$ cat config.mk
export PLATFORM = sky130hd
export DESIGN_NAME = reg_readout_tx_flat
export DESIGN_NICKNAME = d
export VERILOG_FILES = /design/src/rtl/reg_readout_pkg.sv /design/src/rtl/reg_readout_tx_if.sv /design/src/rtl/reg_readout_tx_bit_timer.sv /design/src/rtl/reg_readout_tx.sv /design/src/flat_wrapper.sv
export SDC_FILE = /design/constraint.sdc
export NUM_CORES = 1
export LEC_CHECK = 0
export CAP_MARGIN = 20
export CORE_ASPECT_RATIO = 0.75
export CORE_MARGIN = 2
export CORE_UTILIZATION = 30
export CTS_CLUSTER_DIAMETER = 60
export DETAILED_ROUTE_END_ITERATION = 6
export GPL_ROUTABILITY_DRIVEN = 0
export PLACE_DENSITY_LB_ADDON = 0.08
export SLEW_MARGIN = 10
export SYNTH_ARGS = -nofsm -noshare
export SYNTH_HDL_FRONTEND = slang
export SYNTH_SLANG_ARGS = --single-unit
export TNS_END_PERCENT = 10
$ cat constraint.sdc
create_clock -name clk -period 5.4 [get_ports clk]
set_input_delay 1.35 -clock clk [delete_from_list [all_inputs] [get_ports clk]]
set_output_delay 1.35 -clock clk [all_outputs]
set_load 0.02 [all_outputs]
$ cat src/rtl/reg_readout_pkg.sv
// Shared types and constants for the register readout transmitter.
// Optional feature macro: REG_READOUT_PARITY_EN (adds an even-parity bit per frame).
package reg_readout_pkg;

  // Transmitter states; PARITY_BIT exists only in the parity build.
  typedef enum logic [2:0] {
    IDLE,
    START_BIT,
    DATA_BITS,
`ifdef REG_READOUT_PARITY_EN
    PARITY_BIT,
`endif
    STOP_BIT
  } state_t;

  localparam int FRAME_BYTES   = 4;
  localparam int BITS_PER_BYTE = 8;
  localparam int BYTE_IDX_W    = 2;
  localparam int BIT_IDX_W     = 3;
  localparam int WORD_W        = FRAME_BYTES * BITS_PER_BYTE;

  localparam logic [BYTE_IDX_W-1:0] LAST_BYTE = BYTE_IDX_W'(FRAME_BYTES - 1);
  localparam logic [BIT_IDX_W-1:0]  LAST_BIT  = BIT_IDX_W'(BITS_PER_BYTE - 1);

endpackage

$ cat src/rtl/reg_readout_tx_if.sv
// Host-side bus of the register readout transmitter.
// Optional feature macro: REG_READOUT_PARITY_EN (affects only the state encoding).
//
// Handshake: the host raises start with data_readReg valid; the word is taken
// on a rising edge where the transmitter is idle (busy low). busy acts as an
// inverted ready: while it is high, start is ignored and nothing is queued.
// done pulses for one cycle when the last stop bit ends; busy is already low
// in that cycle, so a start held high there launches the next word at once.
// state is a debug view of the transmitter FSM.
interface reg_readout_tx_if;
  import reg_readout_pkg::*;

  logic              start;
  logic [WORD_W-1:0] data_readReg;
  logic              tx;
  logic              busy;
  logic              done;
  state_t            state;

  modport master (output start, data_readReg, input tx, busy, done, state);
  modport slave  (input start, data_readReg, output tx, busy, done, state);

endinterface

$ cat src/rtl/reg_readout_tx_bit_timer.sv
// Bit-period timer: counts 0..CLKS_PER_BIT-1 and ticks for one cycle on the
// last count of each bit period. Cleared when a word is accepted.
// Optional feature macro: REG_READOUT_PARITY_EN (not used here).
module reg_readout_tx_bit_timer #(
  parameter int CLKS_PER_BIT = 434
) (
  input  logic clk,
  input  logic reset,
  input  logic clear,
  input  logic en,
  output logic tick
);

  localparam int CNT_W = (CLKS_PER_BIT > 1) ? $clog2(CLKS_PER_BIT) : 1;
  localparam logic [CNT_W-1:0] LAST = CNT_W'(CLKS_PER_BIT - 1);

  logic [CNT_W-1:0] count;

  assign tick = en && !clear && (count == LAST);

  // Free-running wrap counter while enabled, restarted on clear.
  always_ff @(posedge clk or posedge reset) begin
    if (reset) begin
      count <= '0;
    end else if (clear) begin
      count <= '0;
    end else if (en) begin
      count <= (count == LAST) ? '0 : count + CNT_W'(1);
    end
  end

endmodule

$ cat src/rtl/reg_readout_tx.sv
// Register readout transmitter: snapshots a 32-bit register on start and sends
// it as four UART frames, least-significant byte first, LSB first in a byte.
// Optional feature macro: REG_READOUT_PARITY_EN (8E1 frames instead of 8N1).
module reg_readout_tx
  import reg_readout_pkg::*;
#(
  parameter int CLKS_PER_BIT = 434
) (
  input  logic             clk,
  input  logic             reset,
  reg_readout_tx_if.slave  bus
);

  state_t                state;
  logic [WORD_W-1:0]     shift_buf;
  logic [BYTE_IDX_W-1:0] byte_cnt;
  logic [BIT_IDX_W-1:0]  bit_cnt;
  logic                  tx_q;
  logic                  busy_q;
  logic                  done_q;
  logic                  accept;
  logic                  tick;
`ifdef REG_READOUT_PARITY_EN
  logic                  parity_acc;
`endif

  // A word is taken only while idle; start at any other time is dropped.
  assign accept = (state == IDLE) && bus.start;

  reg_readout_tx_bit_timer #(
    .CLKS_PER_BIT(CLKS_PER_BIT)
  ) u_bit_timer (
    .clk   (clk),
    .reset (reset),
    .clear (accept),
    .en    (state != IDLE),
    .tick  (tick)
  );

  // Transmit FSM; tx/busy/done are registered and set on the transition edge
  // so the line changes exactly at bit-period boundaries.
  always_ff @(posedge clk or posedge reset) begin
    if (reset) begin
      state      <= IDLE;
      shift_buf  <= '0;
      byte_cnt   <= '0;
      bit_cnt    <= '0;
      tx_q       <= 1'b1;
      busy_q     <= 1'b0;
      done_q     <= 1'b0;
`ifdef REG_READOUT_PARITY_EN
      parity_acc <= 1'b0;
`endif
    end else begin
      done_q <= 1'b0;
      case (state)
        IDLE: begin
          tx_q   <= 1'b1;
          busy_q <= 1'b0;
          if (bus.start) begin
            shift_buf <= bus.data_readReg;
            byte_cnt  <= '0;
            bit_cnt   <= '0;
            tx_q      <= 1'b0;
            busy_q    <= 1'b1;
            state     <= START_BIT;
          end
        end

        START_BIT: begin
          if (tick) begin
            tx_q    <= shift_buf[0];
            bit_cnt <= '0;
`ifdef REG_READOUT_PARITY_EN
            parity_acc <= 1'b0;
`endif
            state   <= DATA_BITS;
          end
        end

        DATA_BITS: begin
          if (tick) begin
            // Shift on every data bit, including the last, so the next byte
            // lands in the low bits ready for its frame.
            shift_buf <= shift_buf >> 1;
`ifdef REG_READOUT_PARITY_EN
            parity_acc <= parity_acc ^ shift_buf[0];
`endif
            if (bit_cnt == LAST_BIT) begin
`ifdef REG_READOUT_PARITY_EN
              tx_q  <= parity_acc ^ shift_buf[0];
              state <= PARITY_BIT;
`else
              tx_q  <= 1'b1;
              state <= STOP_BIT;
`endif
            end else begin
              bit_cnt <= bit_cnt + BIT_IDX_W'(1);
              tx_q    <= shift_buf[1];
            end
          end
        end

`ifdef REG_READOUT_PARITY_EN
        PARITY_BIT: begin
          if (tick) begin
            tx_q  <= 1'b1;
            state <= STOP_BIT;
          end
        end
`endif

        STOP_BIT: begin
          if (tick) begin
            if (byte_cnt == LAST_BYTE) begin
              tx_q   <= 1'b1;
              busy_q <= 1'b0;
              done_q <= 1'b1;
              state  <= IDLE;
            end else begin
              byte_cnt <= byte_cnt + BYTE_IDX_W'(1);
              bit_cnt  <= '0;
              tx_q     <= 1'b0;
              state    <= START_BIT;
            end
          end
        end

        default: begin
          tx_q   <= 1'b1;
          busy_q <= 1'b0;
          state  <= IDLE;
        end
      endcase
    end
  end

  assign bus.tx    = tx_q;
  assign bus.busy  = busy_q;
  assign bus.done  = done_q;
  assign bus.state = state;

endmodule

$ cat src/flat_wrapper.sv
// flat-port wrapper written by rule: the top's interface ports become plain ports
module reg_readout_tx_flat import reg_readout_pkg::*;
#(
  parameter int CLKS_PER_BIT = 434
)
  (clk, reset, bus_start, bus_data_readReg, bus_tx, bus_busy, bus_done, bus_state);
  reg_readout_tx_if bus_i ();
  input  logic clk;
  input  logic reset;
  input wire logic [$bits(bus_i.start)-1:0] bus_start;
  input wire logic [$bits(bus_i.data_readReg)-1:0] bus_data_readReg;
  output wire logic [$bits(bus_i.tx)-1:0] bus_tx;
  output wire logic [$bits(bus_i.busy)-1:0] bus_busy;
  output wire logic [$bits(bus_i.done)-1:0] bus_done;
  output wire logic [$bits(bus_i.state)-1:0] bus_state;
  assign bus_i.start = bus_start;
  assign bus_i.data_readReg = bus_data_readReg;
  assign bus_tx = bus_i.tx;
  assign bus_busy = bus_i.busy;
  assign bus_done = bus_i.done;
  assign bus_state = bus_i.state;
  reg_readout_tx #(.CLKS_PER_BIT(CLKS_PER_BIT)) u_core (.clk(clk), .reset(reset), .bus(bus_i));
endmodule
* Word level (Yosys, flattened, before mapping) *
Cells that the tools add are included.

storage, ports and cells
  register bits after elaboration = 52
  input port bits = 35
  output and inout bits = 6
  logic and storage cells = 80

cells by class
  add/subtract/negate cells = 3
  equality and inequality tests = 14
  mux-type cells = 37
  bitwise logic cells = 1
  reduce and logical (&&, ||, !) cells = 17

operator list
  kind                   count
  $mux W32               2
  $pmux W32 S2           1
  $mux W3                11
  $mux W9                3
  $pmux W3 S4            2
  $mux W1                12
  $ne A2 B1 Y1 const B   5
  $add A9 B1 Y9 const B  1
  $eq A9 B9 Y1 const B   1
  $reduce_and A3 Y1      3
  $reduce_and A7 Y1      1
  $eq A3 B2 Y1 const B   2
  $mux W2                3
  $ne A2 B2 Y1 const B   3
  $reduce_bool A2 Y1     3
  $reduce_and A5 Y1      1
  $pmux W1 S4            1
  $pmux W2 S2            1
  $reduce_and A4 Y1      1
  $reduce_bool A4 Y1     1
  $add A3 B1 Y3 const B  1
  $eq A3 B1 Y1 const B   1
  $eq A3 B3 Y1 const B   1
  $logic_and A1 B1 Y1    3
  other kinds (8)        8

* Longest topological paths before layout *
Gate-level depths: netlist of run 1.

  depth after elaboration = 7
  gate-level depth with buffers = 8
  gate-level depth less buffers = 6

* Cells and area by module *
A second synthesis of run 1 with hierarchy kept.

unflattened totals
  cells, all modules = 266
  area total of the unflattened synthesis = 2692.6 um^2

by module, submodules not included
  module                    instances  cells each  area each (um^2)  sequential area each (um^2)
  reg_readout_tx            1          208         2160.8            1052.3
  reg_readout_tx_bit_timer  1          58          531.8             225.2

* Least setup slack after synthesis of run 1 *
OpenSTA, ideal clock, no wires.

  path kind = in2reg
  start point = input port bus_start
  end point = register u_core.bit_cnt[0]
  setup time = 0.128 ns
  data arrival time = 2.316 ns
  data required time = 5.272 ns
  path slack = 2.956 ns
  stages on the path = 5
  path buffers = 1
  path through = nor2b_1 > buf_2 > a221o_1 > a21oi_2 > mux2_1

on the way
  word-level cells in the longest chain between the ends = 6
  elaborated cells on any way between the ends = 9
  classes of those cells = eq/ne (4); reduce/logical (5)

ends and longest elaborated chain
  element                            RTL line                        source
  start, declared                    flat_wrapper.sv:10              input wire logic [$bits(bus_i.start)-1:0] bus_start;
  $logic_and A1 B1 Y1                reg_readout_tx.sv:28            assign accept = (state == IDLE) && bus.start;
  $logic_not A1 Y1                   reg_readout_tx_bit_timer.sv:19  assign tick = en && !clear && (count == LAST);
  $logic_and A1 B1 Y1 (2 in series)  reg_readout_tx_bit_timer.sv:19
  $ne A2 B1 Y1 (no line)             --
  $reduce_and A7 Y1 (no line) *      --
  end signal, assigned               reg_readout_tx.sv:98            bit_cnt <= bit_cnt + BIT_IDX_W'(1);
  end, declared                      reg_readout_tx.sv:17            logic [BIT_IDX_W-1:0] bit_cnt;

Mark *: on every way between the ends. The rest lies on a longest branch, timed or not.
A chain may end at the register's enable or synchronous reset.

* Final worst setup path of run 1 *
  start point = input port bus_start
  end point = register u_core.shift_buf[22]

on the way
  word-level cells in the longest chain between the ends = 6
  elaborated cells on any way between the ends = 7
  classes of those cells = eq/ne (2); reduce/logical (5)

ends and longest elaborated chain
  element                            RTL line                        source
  $logic_and A1 B1 Y1                reg_readout_tx.sv:28
  $logic_not A1 Y1                   reg_readout_tx_bit_timer.sv:19
  $logic_and A1 B1 Y1 (2 in series)  reg_readout_tx_bit_timer.sv:19
  $ne A2 B1 Y1 (no line)             --
  $reduce_and A3 Y1 (no line) *      --
  end signal, assigned               reg_readout_tx.sv:61            shift_buf <= bus.data_readReg;
  end signal, assigned               reg_readout_tx.sv:85            shift_buf <= shift_buf >> 1;
  end, declared                      reg_readout_tx.sv:15            logic [WORD_W-1:0] shift_buf;

Marks and branches as above.

==> impl_results.html, run 1 <==
<table>
<tr><th>Metric</th><th>Value</th></tr>
<tr><th colspan="2">Place</th></tr>
<tr><td>Worst setup slack before clock tree synthesis</td><td>1760 ps</td></tr>
<tr><td>Detailed placer's ending HPWL</td><td>3830 µm</td></tr>
<tr><td>Count of placed standard cells including taps</td><td>363</td></tr>
<tr><td>Port Buffer Count</td><td>39</td></tr>
<tr><th colspan="2">Floorplan</th></tr>
<tr><td>DIE WIDTH</td><td>112 µm</td></tr>
<tr><td>Starting utilization of the core area</td><td>30.9%</td></tr>
<tr><td>Core box area</td><td>8450 µm²</td></tr>
<tr><td>Total die area</td><td>9490 µm²</td></tr>
<tr><td>Site Rows</td><td>29</td></tr>
<tr><td>Ports</td><td>41</td></tr>
<tr><td>Chip height</td><td>84.9 µm</td></tr>
<tr><th colspan="2">Clock tree</th></tr>
<tr><td>Clock tree from TritonCTS</td><td>built</td></tr>
<tr><td>Hold-fix buffers, CTS</td><td>0</td></tr>
<tr><td>H-tree levels</td><td>2</td></tr>
<tr><td>Clock edge transition at the registers on the reported setup and hold paths</td><td>70 ps</td></tr>
<tr><td>Clock sink count</td><td>51</td></tr>
<tr><td>Buffers inserted by post-CTS timing repair</td><td>0</td></tr>
<tr><td>Clock Root Buffer</td><td>clkbuf_16</td></tr>
<tr><td>Clock latency reported for the late side of the worst-skew pair</td><td>300 ps</td></tr>
<tr><td>Post-CTS Resized</td><td>0</td></tr>
<tr><td>TritonCTS Buffers</td><td>5</td></tr>
<tr><td>Clock Path Buffers</td><td>2</td></tr>
<tr><th colspan="2">STA</th></tr>
<tr><td>Count of pins over their slew limit</td><td>0</td></tr>
<tr><td>Post-layout min period</td><td>3290 ps</td></tr>
<tr><td>Final Worst Setup Slack</td><td>2110 ps</td></tr>
<tr><td>Setup skew after layout</td><td>6.65 ps</td></tr>
<tr><td>Highest Clock Rate</td><td>0.304 GHz</td></tr>
<tr><td>Tightest Pin Transition</td><td>938 ps</td></tr>
<tr><td>Post-route fraction of the period consumed by the critical path</td><td>61.0%</td></tr>
<tr><td>Unrepaired setup endpoints after global routing</td><td>false</td></tr>
<tr><td>Max transition margin</td><td>37.5%</td></tr>
<tr><td>Hold violation total from the final report</td><td>0</td></tr>
<tr><td>Setup violations, final</td><td>0</td></tr>
<tr><td>Setup TNS</td><td>0 ps</td></tr>
<tr><th colspan="2">Pwr</th></tr>
<tr><td>Total design power</td><td>1690 µW</td></tr>
<tr><td>Peak supply drop</td><td>0.234 mV</td></tr>
<tr><td>Static leakage</td><td>0.00133 µW</td></tr>
<tr><td>Power density of the placed cells</td><td>520 nW/µm²</td></tr>
<tr><th colspan="2">Flow run</th></tr>
<tr><td>MaxCap Viol Count</td><td>0</td></tr>
<tr><th colspan="2">Setup path</th></tr>
<tr><td>Signal arrival time at the worst endpoint</td><td>3530 ps</td></tr>
<tr><td>Critical path start-end classification</td><td>input port to flip-flop</td></tr>
<tr><td>Endpoint required time on the critical path</td><td>5630 ps</td></tr>
<tr><td>Endpoint class of the critical path</td><td>flip-flop</td></tr>
<tr><td>Kind of start point of the critical path</td><td>input port</td></tr>
<tr><td>Critical-path maximum fanout</td><td>32</td></tr>
<tr><th colspan="2">Detailed routing</th></tr>
<tr><td>Count of vias placed by the detailed router</td><td>1,876</td></tr>
<tr><td>Antenna violation net count after detailed routing</td><td>0</td></tr>
<tr><td>DRC violations left</td><td>0</td></tr>
<tr><td>Total routed wirelength</td><td>5950 µm</td></tr>
<tr><td>Detailed router's first-iteration violation count</td><td>133</td></tr>
<tr><td>Total iterations of the first detailed-routing run</td><td>4</td></tr>
<tr><td>Wire length per cell after detailed routing</td><td>16.0 µm</td></tr>
<tr><td>Vias per cell</td><td>5.06</td></tr>
<tr><th colspan="2">Final layout</th></tr>
<tr><td>Share of layout cells above drive strength 1</td><td>18.3%</td></tr>
<tr><td>Net count, final</td><td>307</td></tr>
<tr><td>Count of non-filler cells in the finished layout</td><td>371</td></tr>
<tr><td>Fill cell count</td><td>850</td></tr>
<tr><td>Synthesis-to-finish area growth</td><td>24.4%</td></tr>
<tr><td>Antenna diodes</td><td>0</td></tr>
<tr><th colspan="2">Synthesis</th></tr>
<tr><td>Primary flip-flop cell chosen by synthesis mapping</td><td>dfrtp_1</td></tr>
<tr><td>#FFs+latches synth</td><td>51</td></tr>
<tr><td>Total of warnings raised by yosys</td><td>0</td></tr>
<tr><td>Distinct cell type count of the synthesized netlist</td><td>45</td></tr>
<tr><td>Count of flip-flops with a built-in enable after synthesis</td><td>0</td></tr>
<tr><td>Cell types occupying the most area after synthesis</td><td>dfrtp_1 (48%), o221a_2 (12%), or3_1 (7.7%), ha_1 (4.8%), buf_2 (1.9%)</td></tr>
<tr><td>Fraction of registers with async set/reset</td><td>100%</td></tr>
<tr><td>Post-synthesis cell type with the largest combined area</td><td>dfrtp_1</td></tr>
<tr><td>Syn_area_per_cell</td><td>11.4 µm²</td></tr>
<tr><td>Part of the Yosys area used for sequential elements</td><td>48.9%</td></tr>
<tr><td>Synth top area share</td><td>47.8%</td></tr>
<tr><td>Most common cell in the netlist</td><td>dfrtp_1</td></tr>
<tr><td>Commonest cells in the netlist</td><td>dfrtp_1 (50), or3_1 (32), o221a_2 (28)</td></tr>
<tr><td>Gate count of the mapped netlist</td><td>230</td></tr>
<tr><td>Netlist area before placement</td><td>2620 µm²</td></tr>
<tr><td>Total nets after synthesis</td><td>275</td></tr>
<tr><th colspan="2">Global route</th></tr>
<tr><td>Pin count of the biggest net entering global routing</td><td>52</td></tr>
<tr><td>Overall global routing resource usage</td><td>13.5%</td></tr>
<tr><td>Initial antenna violation count</td><td>0</td></tr>
<tr><td>Number of global-route vias before repair</td><td>1,905</td></tr>
<tr><td>Remaining global-route overflow</td><td>0</td></tr>
<tr><td>Global-route wire length before repair</td><td>10,200 µm</td></tr>
<tr><th colspan="2">Worst hold path</th></tr>
<tr><td>Path type of the worst min-delay path</td><td>flip-flop to flip-flop</td></tr>
<tr><th colspan="2">Run status</th></tr>
<tr><td>Status</td><td>complete, no violations</td></tr>
</table>
==> flip-flops by register name, summed over array words and instances, names as in the netlist <==
| register | cells |
|---|---|
| u_core.shift_buf | 32 |
| u_core.u_bit_timer.count | 9 |
| u_core.bit_cnt | 3 |
| u_core.bus.state | 2 |
| u_core.byte_cnt | 2 |
| u_core.bus.busy | 1 |
| u_core.bus.done | 1 |
| u_core.bus.tx | 1 |
==> placed cells by master (no fill, tap or decap), types with 2 or more instances in the layout <==
cell              n
o21a_1            2
nand3_1           5
dfrtp_1          50
clkbuf_16         5
buf_4             4
nor2_1            3
o21ai_0           5
nor2b_1           2
a31oi_1           3
ha_1             10
o221a_1           3
or3_1            32
a221o_1           2
o221a_2          28
mux2i_1           5
inv_1            10
mux2_1            3
nand2b_1          5
a21oi_1           7
nand4_1           3
a21o_1            2
clkdlybuf4s50_1  39
nand2_1           8
and3_1            2
nor3_1            2
==> final timing paths <==
check / start / to / slack, ps / depth (start not counted)
max reg2reg: u_core.bus.state[0]$_DFFE_PP0P_ / u_core.shift_buf[22]$_DFFE_PP0P_ / 2680 / 7
min: u_core.byte_cnt[0]$_DFFE_PP0P_ / u_core.byte_cnt[0]$_DFFE_PP0P_ / 500 / 1
min reg2reg: u_core.byte_cnt[0]$_DFFE_PP0P_ / u_core.byte_cnt[0]$_DFFE_PP0P_ / 500 / 1
min in group asynchronous: reset / u_core.shift_buf[9]$_DFFE_PP0P_ / 1560 / 3
max in group asynchronous: reset / u_core.u_bit_timer.count[1]$_DFFE_PP0P_ / 3410 / 3
max: bus_start / u_core.shift_buf[22]$_DFFE_PP0P_ / 2110 / 6
==> final cells by class <==
cell class	count	area [µm²]	share of cell area, %
clock buffers	5	125	3.85
clock inverters	3	47.5	1.46
inverters	11	41.3	1.27
multi-input cells	150	1200	37.1
flip-flops and latches	51	1280	39.3
well taps	108	135	4.16
repair buffers	43	420	12.9
==> power breakdown <==
part	total [µW]	switching [µW]	internal (µW)
combinational	652	314	339
sequential	667	116	551
clock	372	150	221
==> metal layers <==
layer  vias up  share of wire (%)  global-route usage [%]
met1       891                 56                    21.2
li1        938                  -                       -
met5         -                  0                       0
met2        39                 39                    18.0
met4         0                1.1                    3.37
met3         8                4.0                    3.64
==> critical path, cell delays in order <==
cell,delay (ps)
clkdlybuf4s50_1,510
nand2_1,480
or2_2,510
o21ai_2,60
buf_4,320
o221a_2,260
==> stage by stage <==
stage / utilization, % / cell area (µm²) / hold slack (ps)
2_1_floorplan: - / 2620 / 457
3_3_place_gp: 36.4 / 3080 / 487
3_5_place_dp: 36.4 / 3080 / 490
4_1_cts: 38.5 / 3250 / 503
6_report: 38.5 / 3250 / 501
5_1_grt: 38.5 / 3250 / 522
==> logic make-up after synthesis <==
group	count (synthesis)	share of synthesized area [%]
multiplexers	9	3.64
adder cells (fa/ha/maj)	10	4.78
XOR/XNOR	1	0.335
flip-flops	51	48.9
AND/OR/NAND/NOR	69	16.4
AO/OA/AOI/OAI	60	20.8
buffers and inverters	29	5.07
other	1	0.143
No activity file was read; power rests on OpenSTA's default activity.
==> inputs of run 2 (changes only) <==
==> constraint.sdc (replaced) <==
create_clock -name clk -period 2.7 [get_ports clk]
set_input_delay 0.675 -clock clk [delete_from_list [all_inputs] [get_ports clk]]
set_output_delay 0.675 -clock clk [all_outputs]
set_load 0.02 [all_outputs]
==> impl_results.html, run 2 (synthesis results as in run 1) <==
<table>
<tr><th>Metric</th><th>Value</th></tr>
<tr><th colspan="2">Run status</th></tr>
<tr><td>Status</td><td>complete, no violations</td></tr>
<tr><th colspan="2">Final layout</th></tr>
<tr><td>Register name with the most flops</td><td>u_core.shift_buf</td></tr>
<tr><td>Most common cell after layout, fill and taps aside</td><td>dfrtp_1</td></tr>
<tr><td>Synthesis-to-finish area growth</td><td>26.3%</td></tr>
<tr><td>Flip-flop count of the largest register after layout</td><td>32 (unchanged)</td></tr>
<tr><td>Antenna diodes</td><td>0 (unchanged)</td></tr>
<tr><td>Registers with the most flip-flops</td><td>u_core.shift_buf x32, u_core.u_bit_timer.count x9, u_core.bit_cnt x3</td></tr>
<tr><td>Net count, final</td><td>312 (+1.6%)</td></tr>
<tr><td>Share of layout cells above drive strength 1</td><td>19.8% (+1.5 points)</td></tr>
<tr><td>Top library cells by usage in the layout, fill and taps aside</td><td>dfrtp_1 (50), clkdlybuf4s50_1 (39), or3_1 (32), o221a_2 (28)</td></tr>
<tr><td>Finished Core Util</td><td>39.1% (+0.59 points)</td></tr>
<tr><th colspan="2">Floorplan</th></tr>
<tr><td>Total die area</td><td>9490 µm² (unchanged)</td></tr>
<tr><td>Ports</td><td>41 (unchanged)</td></tr>
<tr><td>Core box area</td><td>8450 µm² (unchanged)</td></tr>
<tr><td>Chip height</td><td>84.9 µm (unchanged)</td></tr>
<tr><td>Starting utilization of the core area</td><td>30.9% (unchanged)</td></tr>
<tr><td>DIE WIDTH</td><td>112 µm (unchanged)</td></tr>
<tr><td>Site Rows</td><td>29 (unchanged)</td></tr>
<tr><th colspan="2">Clock tree</th></tr>
<tr><td>Buffers inserted by post-CTS timing repair</td><td>0 (unchanged)</td></tr>
<tr><td>Hold-fix buffers, CTS</td><td>0 (unchanged)</td></tr>
<tr><td>TritonCTS Buffers</td><td>5 (unchanged)</td></tr>
<tr><td>Clock Root Buffer</td><td>clkbuf_16</td></tr>
<tr><td>Clock Path Buffers</td><td>2 (unchanged)</td></tr>
<tr><td>Clock tree from TritonCTS</td><td>built</td></tr>
<tr><td>H-tree levels</td><td>2 (unchanged)</td></tr>
<tr><td>Clock sink count</td><td>51 (unchanged)</td></tr>
<tr><td>Post-CTS Resized</td><td>0 (unchanged)</td></tr>
<tr><td>Clock edge transition at the registers on the reported setup and hold paths</td><td>70 ps (about the same)</td></tr>
<tr><td>Clock latency reported for the late side of the worst-skew pair</td><td>290 ps (about the same)</td></tr>
<tr><th colspan="2">STA</th></tr>
<tr><td>Setup TNS</td><td>0 ps (unchanged)</td></tr>
<tr><td>Hold violation total from the final report</td><td>0 (unchanged)</td></tr>
<tr><td>Count of pins over their slew limit</td><td>0 (unchanged)</td></tr>
<tr><td>Post-route fraction of the period consumed by the critical path</td><td>77.5%</td></tr>
<tr><td>Setup skew after layout</td><td>5.01 ps (-1.65 ps)</td></tr>
<tr><td>Setup violations, final</td><td>0 (unchanged)</td></tr>
<tr><td>Post-layout min period</td><td>2090 ps</td></tr>
<tr><td>Highest Clock Rate</td><td>0.478 GHz</td></tr>
<tr><td>Unrepaired setup endpoints after global routing</td><td>false</td></tr>
<tr><th colspan="2">Setup path</th></tr>
<tr><td>Register-to-register setup slack</td><td>630 ps (-2050 ps)</td></tr>
<tr><td>Critical path start-end classification</td><td>flip-flop to output port</td></tr>
<tr><td>Endpoint required time on the critical path</td><td>2030 ps (-3600 ps)</td></tr>
<tr><td>Worst R2R Start</td><td>u_core.bus.state[0]$_DFFE_PP0P_</td></tr>
<tr><td>Crit path max-delay cell type</td><td>clkdlybuf4s50_1</td></tr>
<tr><td>Crit path buf inv count</td><td>1 (-1)</td></tr>
<tr><td>Endpoint class of the critical path</td><td>output port</td></tr>
<tr><td>Capture point of the worst reg-to-reg path</td><td>u_core.bit_cnt[0]$_DFFE_PP0P_</td></tr>
<tr><td>Stage delay of the slowest cell on the critical path</td><td>600 ps (+90 ps)</td></tr>
<tr><td>Register-to-Register Path Depth</td><td>6 (-1)</td></tr>
<tr><td>Kind of start point of the critical path</td><td>flip-flop</td></tr>
<tr><td>Signal arrival time at the worst endpoint</td><td>1420 ps (-2110 ps)</td></tr>
<tr><td>Critical-path maximum fanout</td><td>2 (-94%)</td></tr>
<tr><td>Family with the most delay on the worst path</td><td>buffers and inverters</td></tr>
<tr><td>Cell-by-cell trace of the critical path</td><td>clkdlybuf4s50_1</td></tr>
<tr><th colspan="2">Pwr</th></tr>
<tr><td>Power density of the placed cells</td><td>1040 nW/µm² (+99%)</td></tr>
<tr><td>Peak supply drop</td><td>0.538 mV (+130%)</td></tr>
<tr><td>Static leakage</td><td>0.00136 µW (+2.1%)</td></tr>
<tr><th colspan="2">Place</th></tr>
<tr><td>Detailed placer's ending HPWL</td><td>3940 µm (+2.8%)</td></tr>
<tr><td>Port Buffer Count</td><td>39 (unchanged)</td></tr>
<tr><th colspan="2">Worst hold path</th></tr>
<tr><td>Beginning of the worst hold path</td><td>u_core.byte_cnt[0]$_DFFE_PP0P_</td></tr>
<tr><td>Destination of the worst hold path</td><td>u_core.byte_cnt[0]$_DFFE_PP0P_</td></tr>
<tr><td>Path type of the worst min-delay path</td><td>flip-flop to flip-flop</td></tr>
<tr><td>Worst hold path stage count</td><td>1 (unchanged)</td></tr>
<tr><th colspan="2">Detailed routing</th></tr>
<tr><td>Vias per cell</td><td>5.12 (+1.2%)</td></tr>
<tr><td>Detailed router's first-iteration violation count</td><td>130 (-2.3%)</td></tr>
<tr><td>Count of vias placed by the detailed router</td><td>1,924 (+2.6%)</td></tr>
<tr><td>DRC violations left</td><td>0 (unchanged)</td></tr>
<tr><td>Total routed wirelength</td><td>6040 µm (+1.5%)</td></tr>
<tr><td>Wire length per cell after detailed routing</td><td>16.1 µm (+0.18%)</td></tr>
<tr><td>Antenna violation net count after detailed routing</td><td>0 (unchanged)</td></tr>
<tr><td>Total iterations of the first detailed-routing run</td><td>4 (unchanged)</td></tr>
<tr><th colspan="2">Global route</th></tr>
<tr><td>Remaining global-route overflow</td><td>0 (unchanged)</td></tr>
<tr><td>Pin count of the biggest net entering global routing</td><td>43 (-17%)</td></tr>
<tr><td>Number of global-route vias before repair</td><td>1,949 (+2.3%)</td></tr>
<tr><td>Global-route wire length before repair</td><td>10,400 µm (+2.2%)</td></tr>
<tr><td>Initial antenna violation count</td><td>0 (unchanged)</td></tr>
<tr><td>Overall global routing resource usage</td><td>13.6% (+0.18 points)</td></tr>
<tr><th colspan="2">Flow run</th></tr>
<tr><td>MaxCap Viol Count</td><td>0 (unchanged)</td></tr>
</table>
run 2: cell type report:
type                       instances  area [µm²]
fill                             821        5150
inverter                          11        41.3
sequential                        51        1280
multi-input combinational        150        1200
timing repair buffer              48         470
clock buffer                       5         125
tap                              108         135
clock inverter                     3        47.5
run 2: power by group:
group | switching [µW] | internal [µW] | total, µW
sequential | 228 | 1100 | 1330
combinational | 647 | 705 | 1350
clock | 301 | 443 | 744
run 2: metal layers:
metal / share of wire [%] / track usage (%)
met2: 42 / 20.7
met5: 0 / 0
met4: 1.1 / 3.70
met1: 53 / 19.6
met3: 3.7 / 3.36
run 2: how the worst max path moves through the flow:
| stage | startpoint | endpoint | slack (ps) | depth (start not counted) |
|---|---|---|---|---|
| 2_1_floorplan | u_core.bus.state[0]$_DFFE_PP0P_ | u_core.bit_cnt[0]$_DFFE_PP0P_ | 570 | 8 |
| 5_1_grt | u_core.bus.state[0]$_DFFE_PP0P_ | u_core.byte_cnt[1]$_DFFE_PP0P_ | 400 | 6 |
| 3_3_place_gp | bus_start | u_core.bit_cnt[0]$_DFFE_PP0P_ | 400 | 5 |
| 3_5_place_dp | bus_start | u_core.bit_cnt[0]$_DFFE_PP0P_ | 360 | 5 |
| 6_report | u_core.bus.tx$_DFFE_PP1P_ | bus_tx | 610 | 1 |
| 4_1_cts | u_core.bus.tx$_DFFE_PP1P_ | bus_tx | 600 | 1 |
run 2: per-stage QoR:
stage          cell area, µm²  std cells  hold slack (ps)  setup WS (ps)  total power (µW)
6_report                 3300        376              488            608              3420
5_1_grt                  3300        376              511            402              3680
4_1_cts                  3300        376              491            597              3460
3_5_place_dp             3130        368              481            361              2690
3_3_place_gp             3130        368              479            402              2690
2_1_floorplan            2620        230              457            569              2300
==> inputs of run 3 (changes only) <==
==> constraint.sdc (replaced) <==
create_clock -name clk -period 1.9 [get_ports clk]
set_input_delay 0.475 -clock clk [delete_from_list [all_inputs] [get_ports clk]]
set_output_delay 0.475 -clock clk [all_outputs]
set_load 0.02 [all_outputs]
==> impl_results.html, run 3 (synthesis results as in run 1) <==
<table>
<tr><th>Metric</th><th>Value</th></tr>
<tr><th colspan="2">Run status</th></tr>
<tr><td>Status</td><td>complete, no violations</td></tr>
<tr><th colspan="2">Global route</th></tr>
<tr><td>Pin count of the biggest net entering global routing</td><td>31 (-28%)</td></tr>
<tr><td>Initial antenna violation count</td><td>0 (unchanged)</td></tr>
<tr><td>Number of global-route vias before repair</td><td>1,946 (-0.15%)</td></tr>
<tr><td>Overall global routing resource usage</td><td>13.5% (-0.092 points)</td></tr>
<tr><td>Remaining global-route overflow</td><td>0 (unchanged)</td></tr>
<tr><td>Global-route wire length before repair</td><td>10,100 µm (-2.5%)</td></tr>
<tr><th colspan="2">STA</th></tr>
<tr><td>Hold violation total from the final report</td><td>0 (unchanged)</td></tr>
<tr><td>Post-layout min period</td><td>1850 ps</td></tr>
<tr><td>Min Hold Slack</td><td>458 ps (-29.1 ps)</td></tr>
<tr><td>Setup skew after layout</td><td>5.50 ps (+0.497 ps)</td></tr>
<tr><td>Setup violations, final</td><td>0 (unchanged)</td></tr>
<tr><td>Post-route fraction of the period consumed by the critical path</td><td>97.4%</td></tr>
<tr><td>Highest Clock Rate</td><td>0.541 GHz</td></tr>
<tr><td>Unrepaired setup endpoints after global routing</td><td>true</td></tr>
<tr><td>Count of pins over their slew limit</td><td>0 (unchanged)</td></tr>
<tr><th colspan="2">Clock tree</th></tr>
<tr><td>Clock latency reported for the late side of the worst-skew pair</td><td>290 ps (about the same)</td></tr>
<tr><td>H-tree levels</td><td>2 (unchanged)</td></tr>
<tr><td>TritonCTS Buffers</td><td>5 (unchanged)</td></tr>
<tr><td>Clock edge transition at the registers on the reported setup and hold paths</td><td>70 ps (about the same)</td></tr>
<tr><td>Clock tree from TritonCTS</td><td>built</td></tr>
<tr><td>Hold-fix buffers, CTS</td><td>0 (unchanged)</td></tr>
<tr><td>Clock Path Buffers</td><td>2 (unchanged)</td></tr>
<tr><td>Clock Root Buffer</td><td>clkbuf_16</td></tr>
<tr><td>Clock sink count</td><td>51 (unchanged)</td></tr>
<tr><th colspan="2">Detailed routing</th></tr>
<tr><td>Total iterations of the first detailed-routing run</td><td>4 (unchanged)</td></tr>
<tr><td>DRC violations left</td><td>0 (unchanged)</td></tr>
<tr><td>Vias per cell</td><td>5.04 (-1.5%)</td></tr>
<tr><td>Antenna violation net count after detailed routing</td><td>0 (unchanged)</td></tr>
<tr><td>Wire length per cell after detailed routing</td><td>15.3 µm (-4.8%)</td></tr>
<tr><td>Detailed router's first-iteration violation count</td><td>110 (-15%)</td></tr>
<tr><td>Count of vias placed by the detailed router</td><td>1,995 (+3.7%)</td></tr>
<tr><td>Total routed wirelength</td><td>6060 µm (+0.22%)</td></tr>
<tr><th colspan="2">Setup path</th></tr>
<tr><td>Register-to-register setup slack</td><td>50 ps (-580 ps)</td></tr>
<tr><td>Endpoint required time on the critical path</td><td>2080 ps (+50 ps)</td></tr>
<tr><td>Cell-by-cell trace of the critical path</td><td>ha_1 -&gt; or3_4 -&gt; a221o_1 -&gt; mux2_4</td></tr>
<tr><td>Kind of start point of the critical path</td><td>flip-flop</td></tr>
<tr><td>Crit path max-delay cell type</td><td>dfrtp_2</td></tr>
<tr><td>Capture point of the worst reg-to-reg path</td><td>u_core.bus.state[1]$_DFFE_PP0P_</td></tr>
<tr><td>Critical path start-end classification</td><td>flip-flop to flip-flop</td></tr>
<tr><td>Register-to-Register Path Depth</td><td>4 (-2)</td></tr>
<tr><td>Critical-path maximum fanout</td><td>5 (+3)</td></tr>
<tr><td>Endpoint class of the critical path</td><td>flip-flop</td></tr>
<tr><td>Signal arrival time at the worst endpoint</td><td>2030 ps (+610 ps)</td></tr>
<tr><td>Stage delay of the slowest cell on the critical path</td><td>460 ps (-140 ps)</td></tr>
<tr><td>Worst R2R Start</td><td>u_core.bus.state[1]$_DFFE_PP0P_</td></tr>
<tr><th colspan="2">Pwr</th></tr>
<tr><td>Peak supply drop</td><td>0.845 mV (+57%)</td></tr>
<tr><td>Share of power burned in combinational logic</td><td>44.7% (+5.2 points)</td></tr>
<tr><td>Total design power</td><td>5060 µW (+48%)</td></tr>
<tr><td>Portion of total power attributed to the clock network</td><td>18.1% (-3.6 points)</td></tr>
<tr><td>Internal</td><td>3340 µW (+49%)</td></tr>
<tr><td>Power density of the placed cells</td><td>1450 nW/µm² (+40%)</td></tr>
<tr><td>Static leakage</td><td>0.00147 µW (+8.0%)</td></tr>
<tr><td>Switching share of power</td><td>34.0% (-0.38 points)</td></tr>
<tr><td>Flop pwr share</td><td>37.2% (-1.6 points)</td></tr>
<tr><td>Net switching power</td><td>1720 µW (+46%)</td></tr>
<tr><th colspan="2">Floorplan</th></tr>
<tr><td>Core box area</td><td>8450 µm² (unchanged)</td></tr>
<tr><td>DIE WIDTH</td><td>112 µm (unchanged)</td></tr>
<tr><td>Total die area</td><td>9490 µm² (unchanged)</td></tr>
<tr><td>Site Rows</td><td>29 (unchanged)</td></tr>
<tr><td>Starting utilization of the core area</td><td>30.9% (unchanged)</td></tr>
<tr><td>Ports</td><td>41 (unchanged)</td></tr>
<tr><td>Chip height</td><td>84.9 µm (unchanged)</td></tr>
<tr><th colspan="2">Flow run</th></tr>
<tr><td>MaxCap Viol Count</td><td>0 (unchanged)</td></tr>
<tr><th colspan="2">Place</th></tr>
<tr><td>Count of placed standard cells including taps</td><td>387 (+5.2%)</td></tr>
<tr><td>Area after DPL</td><td>3310 µm² (+5.8%)</td></tr>
<tr><td>Port Buffer Count</td><td>39 (unchanged)</td></tr>
<tr><td>Detailed placer's ending HPWL</td><td>4270 µm (+8.3%)</td></tr>
<tr><th colspan="2">Final layout</th></tr>
<tr><td>Share of layout cells above drive strength 1</td><td>28.8% (+9.0 points)</td></tr>
<tr><td>Most common cell after layout, fill and taps aside</td><td>dfrtp_1</td></tr>
<tr><td>Top library cells by usage in the layout, fill and taps aside</td><td>dfrtp_1 (48), clkdlybuf4s50_1 (37), or3_1 (31), o221a_2 (28), buf_4 (26)</td></tr>
<tr><td>Registers with the most flip-flops</td><td>u_core.shift_buf x32, u_core.u_bit_timer.count x9, u_core.bit_cnt x3</td></tr>
<tr><td>Synthesis-to-finish area growth</td><td>33.8%</td></tr>
<tr><td>Flip-flop count of the largest register after layout</td><td>32 (unchanged)</td></tr>
<tr><td>Count of non-filler cells in the finished layout</td><td>396 (+5.3%)</td></tr>
<tr><td>Register name with the most flops</td><td>u_core.shift_buf</td></tr>
<tr><td>Net count, final</td><td>332 (+6.4%)</td></tr>
<tr><td>Design Area, Final</td><td>3500 µm² (+5.9%)</td></tr>
<tr><td>Antenna diodes</td><td>0 (unchanged)</td></tr>
<tr><th colspan="2">Worst hold path</th></tr>
<tr><td>Path type of the worst min-delay path</td><td>input port to asynchronous set/reset pin</td></tr>
</table>
run 3: critical path: cells and delay by family (launching register included):
family,cells,cell delay [ps]
flip-flops,1,460
AO/OA/AOI/OAI,1,390
AND/OR/NAND/NOR,1,370
multiplexers,1,320
adder cells (fa/ha/maj),1,210
run 3: worst max path at each step:
stage	depth (start not counted)	slack [ps]	endpoint	from
final	4	50	u_core.bus.state[1]$_DFFE_PP0P_	u_core.bus.state[1]$_DFFE_PP0P_
after detailed placement	6	-160	u_core.shift_buf[15]$_DFFE_PP0P_	bus_start
after global routing	5	-7	u_core.bus.state[1]$_DFFE_PP0P_	u_core.bus.state[1]$_DFFE_PP0P_
after floorplan	8	-70	u_core.bit_cnt[0]$_DFFE_PP0P_	u_core.bus.state[1]$_DFFE_PP0P_
after CTS	5	20	u_core.bus.state[1]$_DFFE_PP0P_	u_core.bus.state[0]$_DFFE_PP0P_
after global placement	6	-110	u_core.shift_buf[26]$_DFFE_PP0P_	bus_start
run 3: metal layers:
| metal | vias up | GRT usage (%) | part of all wire (%) |
|---|---|---|---|
| met5 | - | 0 | 0 |
| met4 | 0 | 4.49 | 0.97 |
| met3 | 5 | 3.64 | 5.7 |
| met2 | 55 | 18.6 | 40 |
| met1 | 947 | 20.5 | 54 |
| li1 | 988 | - | - |
run 3: power groups by stage:
stage	combinational [µW]	clock, µW	sequential (µW)
4_1_cts	2190	965	1880
5_1_grt	2500	1000	1950
3_3_place_gp	2190	0	1900
3_5_place_dp	2180	0	1890
6_report	2260	918	1880
2_1_floorplan	1460	0	1870
run 3: timing repair:
| item | 4_1_cts | 5_1_grt |
|---|---|---|
| endpoints found under the hold margin | 0 | 0 |
| buffers inserted | 0 | 1 |
| endpoints found under the setup margin | 1 | 20 |
| pin swaps | 0 | 1 |
| resized for setup | 1 | 7 |
run 3: cell type report:
| cell class | instances | area (µm²) |
|---|---|---|
| fillers | 831 | 4960 |
| repair buffers | 68 | 646 |
| well taps | 108 | 135 |
| flip-flops and latches | 51 | 1280 |
| clock inverters | 3 | 28.8 |
| clock buffers | 5 | 125 |
| inverters | 11 | 41.3 |
| multi-input cells | 150 | 1240 |
run 3: stage by stage:
step	worst slack (ps)	TNS, ps	util, %
after CTS	24.2	0	41.0
after global routing	-6.69	-26.8	41.4
after floorplan	-67.6	-176	-
final	50.1	0	41.4
after global placement	-114	-3210	39.2
after detailed placement	-159	-4040	39.2
